`src/rtl/mode_sequencer_if.sv`:
```
// Front-panel bus between the board/function modules and mode_sequencer.
// master = board and function-module side, slave = the sequencer itself.
interface mode_sequencer_if #(
   parameter int NUM_MODES = 7,
   parameter int DISP_W    = 48
);
   logic [5:0]                  btn_n_i;
   logic [NUM_MODES-1:0]        norm_i;
   logic [NUM_MODES*DISP_W-1:0] disp_i;
   logic [NUM_MODES-1:0]        alarm_req_i;
   logic [NUM_MODES-1:0]        mode_o;
   logic [5:0]                  btn_p_o;
   logic [DISP_W-1:0]           out;
   logic [7:0]                  o_m;
   logic                        alarm;

   modport master (
      output btn_n_i, norm_i, disp_i, alarm_req_i,
      input  mode_o, btn_p_o, out, o_m, alarm
   );

   modport slave (
      input  btn_n_i, norm_i, disp_i, alarm_req_i,
      output mode_o, btn_p_o, out, o_m, alarm
   );
endinterface

```
`src/rtl/mode_sequencer.sv`:
```
// Watch front-panel controller: button conditioning, one-hot mode rotation,
// display mux and latched alarms. Optional MODE_AUTO_JUMP_EN jumps to an alarming mode.
module mode_sequencer #(
   parameter int NUM_MODES = 7,
   parameter int DISP_W    = 48,
   parameter int DEB_CYC   = 16
) (
   input logic             clk,
   input logic             rst,
   mode_sequencer_if.slave bus
);
   localparam int             CNT_W   = (DEB_CYC > 1) ? $clog2(DEB_CYC) : 1;
   localparam logic [CNT_W-1:0] CNT_MAX = CNT_W'(DEB_CYC - 1);
   localparam logic [3:0]       LAST    = 4'(NUM_MODES - 1);

   logic [5:0]           btn_p;
   logic [3:0]           idx_reg, idx_next, disp_idx_reg;
   logic [NUM_MODES-1:0] mode_reg, mode_next;
   logic [NUM_MODES-1:0] pend_reg, pend_next, req_prev_reg, rise, esc_clr;
   logic [DISP_W-1:0]    out_reg, disp_sel;
   logic                 norm_cur, alarm_w;

   genvar gi;
   generate
      for (gi = 0; gi < 6; gi++) begin : g_btn
         logic             s1_reg, s2_reg, deb_reg, p_reg;
         logic [CNT_W-1:0] cnt_reg;

         // Level is accepted only after DEB_CYC consecutive disagreeing cycles.
         always_ff @(posedge clk) begin
            if (rst) begin
               s1_reg  <= 1'b0;
               s2_reg  <= 1'b0;
               deb_reg <= 1'b0;
               p_reg   <= 1'b0;
               cnt_reg <= '0;
            end else begin
               s1_reg <= ~bus.btn_n_i[gi];
               s2_reg <= s1_reg;
               p_reg  <= 1'b0;
               if (s2_reg == deb_reg) begin
                  cnt_reg <= '0;
               end else if (cnt_reg == CNT_MAX) begin
                  deb_reg <= s2_reg;
                  p_reg   <= s2_reg;
                  cnt_reg <= '0;
               end else begin
                  cnt_reg <= cnt_reg + 1'b1;
               end
            end
         end

         assign btn_p[gi] = p_reg;
      end

      for (gi = 0; gi < NUM_MODES; gi++) begin : g_onehot
         assign mode_next[gi] = (idx_next == 4'(gi));
      end
   endgenerate

   always_comb begin
      rise     = bus.alarm_req_i & ~req_prev_reg;
      norm_cur = |(bus.norm_i & mode_reg);
      idx_next = idx_reg;
      if (norm_cur && (btn_p[0] ^ btn_p[1])) begin
         if (btn_p[0])
            idx_next = (idx_reg == LAST) ? 4'd0 : idx_reg + 4'd1;
         else
            idx_next = (idx_reg == 4'd0) ? LAST : idx_reg - 4'd1;
      end
`ifdef MODE_AUTO_JUMP_EN
      // Descending scan so the lowest rising request wins.
      if (norm_cur) begin
         for (int k = NUM_MODES - 1; k >= 0; k--) begin
            if (rise[k]) idx_next = 4'(k);
         end
      end
`endif
      esc_clr   = btn_p[5] ? mode_reg : '0;
      pend_next = (pend_reg & ~esc_clr) | rise;
   end

   always_comb begin
      disp_sel = '0;
      for (int k = 0; k < NUM_MODES; k++) begin
         if (mode_reg[k]) disp_sel = bus.disp_i[k*DISP_W +: DISP_W];
      end
   end

   always_ff @(posedge clk) begin
      if (rst) begin
         idx_reg      <= 4'd0;
         mode_reg     <= NUM_MODES'(1);
         pend_reg     <= '0;
         req_prev_reg <= '0;
         out_reg      <= '0;
         disp_idx_reg <= 4'd0;
      end else begin
         idx_reg      <= idx_next;
         mode_reg     <= mode_next;
         pend_reg     <= pend_next;
         req_prev_reg <= bus.alarm_req_i;
         out_reg      <= disp_sel;
         disp_idx_reg <= idx_reg;
      end
   end

   assign alarm_w     = |pend_reg;
   assign bus.mode_o  = mode_reg;
   assign bus.btn_p_o = btn_p;
   assign bus.out     = out_reg;
   assign bus.alarm   = alarm_w;
   assign bus.o_m     = {alarm_w, 3'b000, disp_idx_reg};
endmodule
```
`src/flat_wrapper.sv`:
```
// flat-port wrapper written by rule: the top's interface ports become plain ports
module mode_sequencer_flat 
#(
   parameter int NUM_MODES = 7,
   parameter int DISP_W    = 48,
   parameter int DEB_CYC   = 16
)
  (clk, rst, bus_btn_n_i, bus_norm_i, bus_disp_i, bus_alarm_req_i, bus_mode_o, bus_btn_p_o, bus_out, bus_o_m, bus_alarm);
  mode_sequencer_if #(.NUM_MODES(NUM_MODES), .DISP_W(DISP_W)) bus_i ();
  input logic clk;
  input logic rst;
  input wire logic [$bits(bus_i.btn_n_i)-1:0] bus_btn_n_i;
  input wire logic [$bits(bus_i.norm_i)-1:0] bus_norm_i;
  input wire logic [$bits(bus_i.disp_i)-1:0] bus_disp_i;
  input wire logic [$bits(bus_i.alarm_req_i)-1:0] bus_alarm_req_i;
  output wire logic [$bits(bus_i.mode_o)-1:0] bus_mode_o;
  output wire logic [$bits(bus_i.btn_p_o)-1:0] bus_btn_p_o;
  output wire logic [$bits(bus_i.out)-1:0] bus_out;
  output wire logic [$bits(bus_i.o_m)-1:0] bus_o_m;
  output wire logic [$bits(bus_i.alarm)-1:0] bus_alarm;
  assign bus_i.btn_n_i = bus_btn_n_i;
  assign bus_i.norm_i = bus_norm_i;
  assign bus_i.disp_i = bus_disp_i;
  assign bus_i.alarm_req_i = bus_alarm_req_i;
  assign bus_mode_o = bus_i.mode_o;
  assign bus_btn_p_o = bus_i.btn_p_o;
  assign bus_out = bus_i.out;
  assign bus_o_m = bus_i.o_m;
  assign bus_alarm = bus_i.alarm;
  mode_sequencer #(.NUM_MODES(NUM_MODES), .DISP_W(DISP_W), .DEB_CYC(DEB_CYC)) u_core (.clk(clk), .rst(rst), .bus(bus_i));
endmodule
```
`config.mk`:
```
export PLATFORM = sky130hd
export DESIGN_NAME = mode_sequencer_flat
export DESIGN_NICKNAME = d
export VERILOG_FILES = /design/src/rtl/mode_sequencer_if.sv /design/src/rtl/mode_sequencer.sv /design/src/flat_wrapper.sv
export SDC_FILE = /design/constraint.sdc
export NUM_CORES = 1
export LEC_CHECK = 0
export CELL_PAD_IN_SITES_DETAIL_PLACEMENT = 2
export CELL_PAD_IN_SITES_GLOBAL_PLACEMENT = 2
export CORE_AREA = 2 2 164 166
export CTS_BUF_LIST = sky130_fd_sc_hd__clkbuf_8 sky130_fd_sc_hd__clkbuf_16
export CTS_CLUSTER_DIAMETER = 120
export DETAILED_ROUTE_END_ITERATION = 8
export DIE_AREA = 0 0 166 168
export DONT_BUFFER_PORTS = 1
export PLACE_DENSITY_LB_ADDON = 0.05
export SKIP_CTS_REPAIR_TIMING = 1
export SLEW_MARGIN = 20
export SYNTH_ARGS = -nofsm -noshare
export SYNTH_HDL_FRONTEND = slang
export SYNTH_SLANG_ARGS = --single-unit
```
`constraint.sdc`:
```
create_clock -name clk -period 2.15 [get_ports clk]
set_input_delay 0.645 -clock clk [delete_from_list [all_inputs] [get_ports clk]]
set_output_delay 0.645 -clock clk [all_outputs]
set_load 0.005 [all_outputs]
```
==> reports/qor.yml <==
timing:
  finalCritPeriodShare: 0.948
  tns_ps: 0
  worst_slew_pin_slew_ps: 524
  min_period_ps: 2040
  max_freq_mhz: 491
  fin_skew_ps: 11.7
  slew_viol_final: 0
  relSlewSlack: 0.647
  setup_viol: 0
  hold_violations: 0
  rsz0062_at_grt: "false"
routing:
  via_per_inst: 5.64
  drt.antenna.violating_nets: 0
  drt_iter0_markers: 336
  first_pass_iters: 4
  num_vias: 6555
  wl_per_cell_um: 27.4
  totalWireLength_um: 31900
  drc: 0
global_routing:
  grt_pass1_wl_um: 46400
  track_usage: 0.220
  gr-total-overflow: 0
  antenna_found_initial: 1
  grt_pass1_vias: 6974
  grt_max_degree: 109
critical_path:
  cp_max_fo: 7
  start_kind: "flop"
  worstPathArrival_ps: 2350
  r2r_start: "u_core.idx_reg[1]"
  crit_chain: "ha_2 > nor2b_1 > or3b_2 > a31o_2 > a31o_1 > a21o_1"
  cp_slowest_stage_delay_ps: 460
  critPathSlowestCell: "or3b_2"
  cp.required_ps: 2470
  critPathBufInv: 0
  path_class: "flop to flop"
  cp_top_family: "compound AO/OA/AOI/OAI gates"
  crit_path_end_kind: "flop"
  cp-startpoint: "u_core.idx_reg[1]"
clock_tree:
  path_clk_slew_ps: 70
  cts_buffer_depth: 2
  htreeDepth: 4
  clockRootBuffer: "clkbuf_16"
  cts_buffers: 17
  cts_tree: "yes"
  cts_sinks: 125
  insertion_delay_ps: 430
job:
  maxCapViolations: 0
synthesis:
  synth.area.top_cells: "dfxtp_1 36%, a221oi_1 12%, nor2b_1 11%"
  ys.flop_type: "dfxtp_1"
  synth_edf_count: 0
  netlist.area_leader.share: 0.363
  async_flop_share: 0
  synth_cell_type_count: 45
  synthCells: 849
  synth_commonest_cells: "125 x dfxtp_1, 121 x nor2b_1, 104 x a21oi_1, 96 x a221oi_1, 70 x clkbuf_1"
  ys_ff_latch: 125
  synth_area_leader_cell: "dfxtp_1"
  syn_area_sq_um: 6890
  synth.most_common_cell: "dfxtp_1"
  ys_seq_area_frac: 0.363
  yosys_warnings: 0
  synth_area_per_cell_sq_um: 8.12
hold_path:
  hold_start: "bus_btn_n_i[1]"
  min_path_type: "input pin to flop"
placement:
  io_buffers: 0
  hpwl_um: 24300
  routabilityCongestion: 1.02
cells_and_area:
  multiInputGateArea_sq_um: 3830
  syn2layout_area_growth_pct: 14.5
  n_fill_cell: 3019
  finalNetCount: 1175
  postLayoutCoreUtil: 0.299
  largest_register_ffs: 48
  seq_area_sq_um: 2520
  drive_above_1_share: 0.0963
status:
  status: "completed"
die:
  fp.dieH_um: 168
  start_util: 0.262
  rows: 60
  dieArea_sq_um: 27900
  die_x_um: 166
  io_pins: 428
  core_area_sq_um: 26400
power:
  p_per_area_nw_per_um2: 725
  fin_total_pwr_mw: 5.72
  leakagePower_nw: 2.85
  ir_worst_vdd_v: 0.000309
[routing by layer]
metal	GRT usage	part of all wire
met1	0.244	0.38
met2	0.399	0.52
met3	0.0689	0.075
met4	0.0756	0.026
met5	0	0
[cell usage in the layout (no fill, tap or decap), drive strengths merged, types with 14 or more instances in the layout]
master    n
nand2    14
nor3     58
a221oi   96
clkbuf   17
buf      29
nor2b   121
dfxtp   125
nor2     43
inv      62
o31ai    49
a21oi   105
[cells by family (layout without fill, tap and decap cells)]
group	count (synthesis)	count (layout)	share of synthesized area
and+or+nand+nor	278	278	0.226
AOI/OAI and AO/OA	265	265	0.271
buffers and inverters	143	112	0.0857
DFF	125	125	0.363
xor gates and xnor gates	20	20	0.0254
adders and majority gates	10	10	0.0182
muxes	7	7	0.0102
other	1	4	0.000544
[power breakdown]
part           internal, mW  total [mW]  switching [mW]
registers              2.39        2.45          0.0537
logic                 0.120       0.231           0.111
clock network          1.76        3.04            1.29
[through the flow]
step	hold slack, ps	cell area (sq um)	setup slack [ps]	cells
after global routing	242	7890	41.5	1161
after detailed placement	429	7270	-8.32	1129
after global placement	418	7270	55.0	1129
final	269	7890	112	1162
after CTS	245	7870	-8.02	1161
after floorplan	414	6900	134	851
[cell type report]
class | count | area share
diodes | 1 | 0.000317
inverters | 51 | 0.0243
flip-flops and latches | 125 | 0.319
repair buffers | 29 | 0.0403
clock inverters | 15 | 0.0225
clock buffers | 17 | 0.0539
well taps | 341 | 0.0541
multi-input cells | 583 | 0.485
[path summary, 6_finish.rpt]
check             cells past startpoint                endpoint  slack [ps]
hold reg to reg                       1  u_core.g_btn[1].s2_reg         440
setup / recovery                      6    u_core.bus.mode_o[0]         110
hold / removal                        1  u_core.g_btn[1].s1_reg         270
setup reg to reg                      6    u_core.bus.mode_o[0]         110
Power figures use the tool's default switching activity.
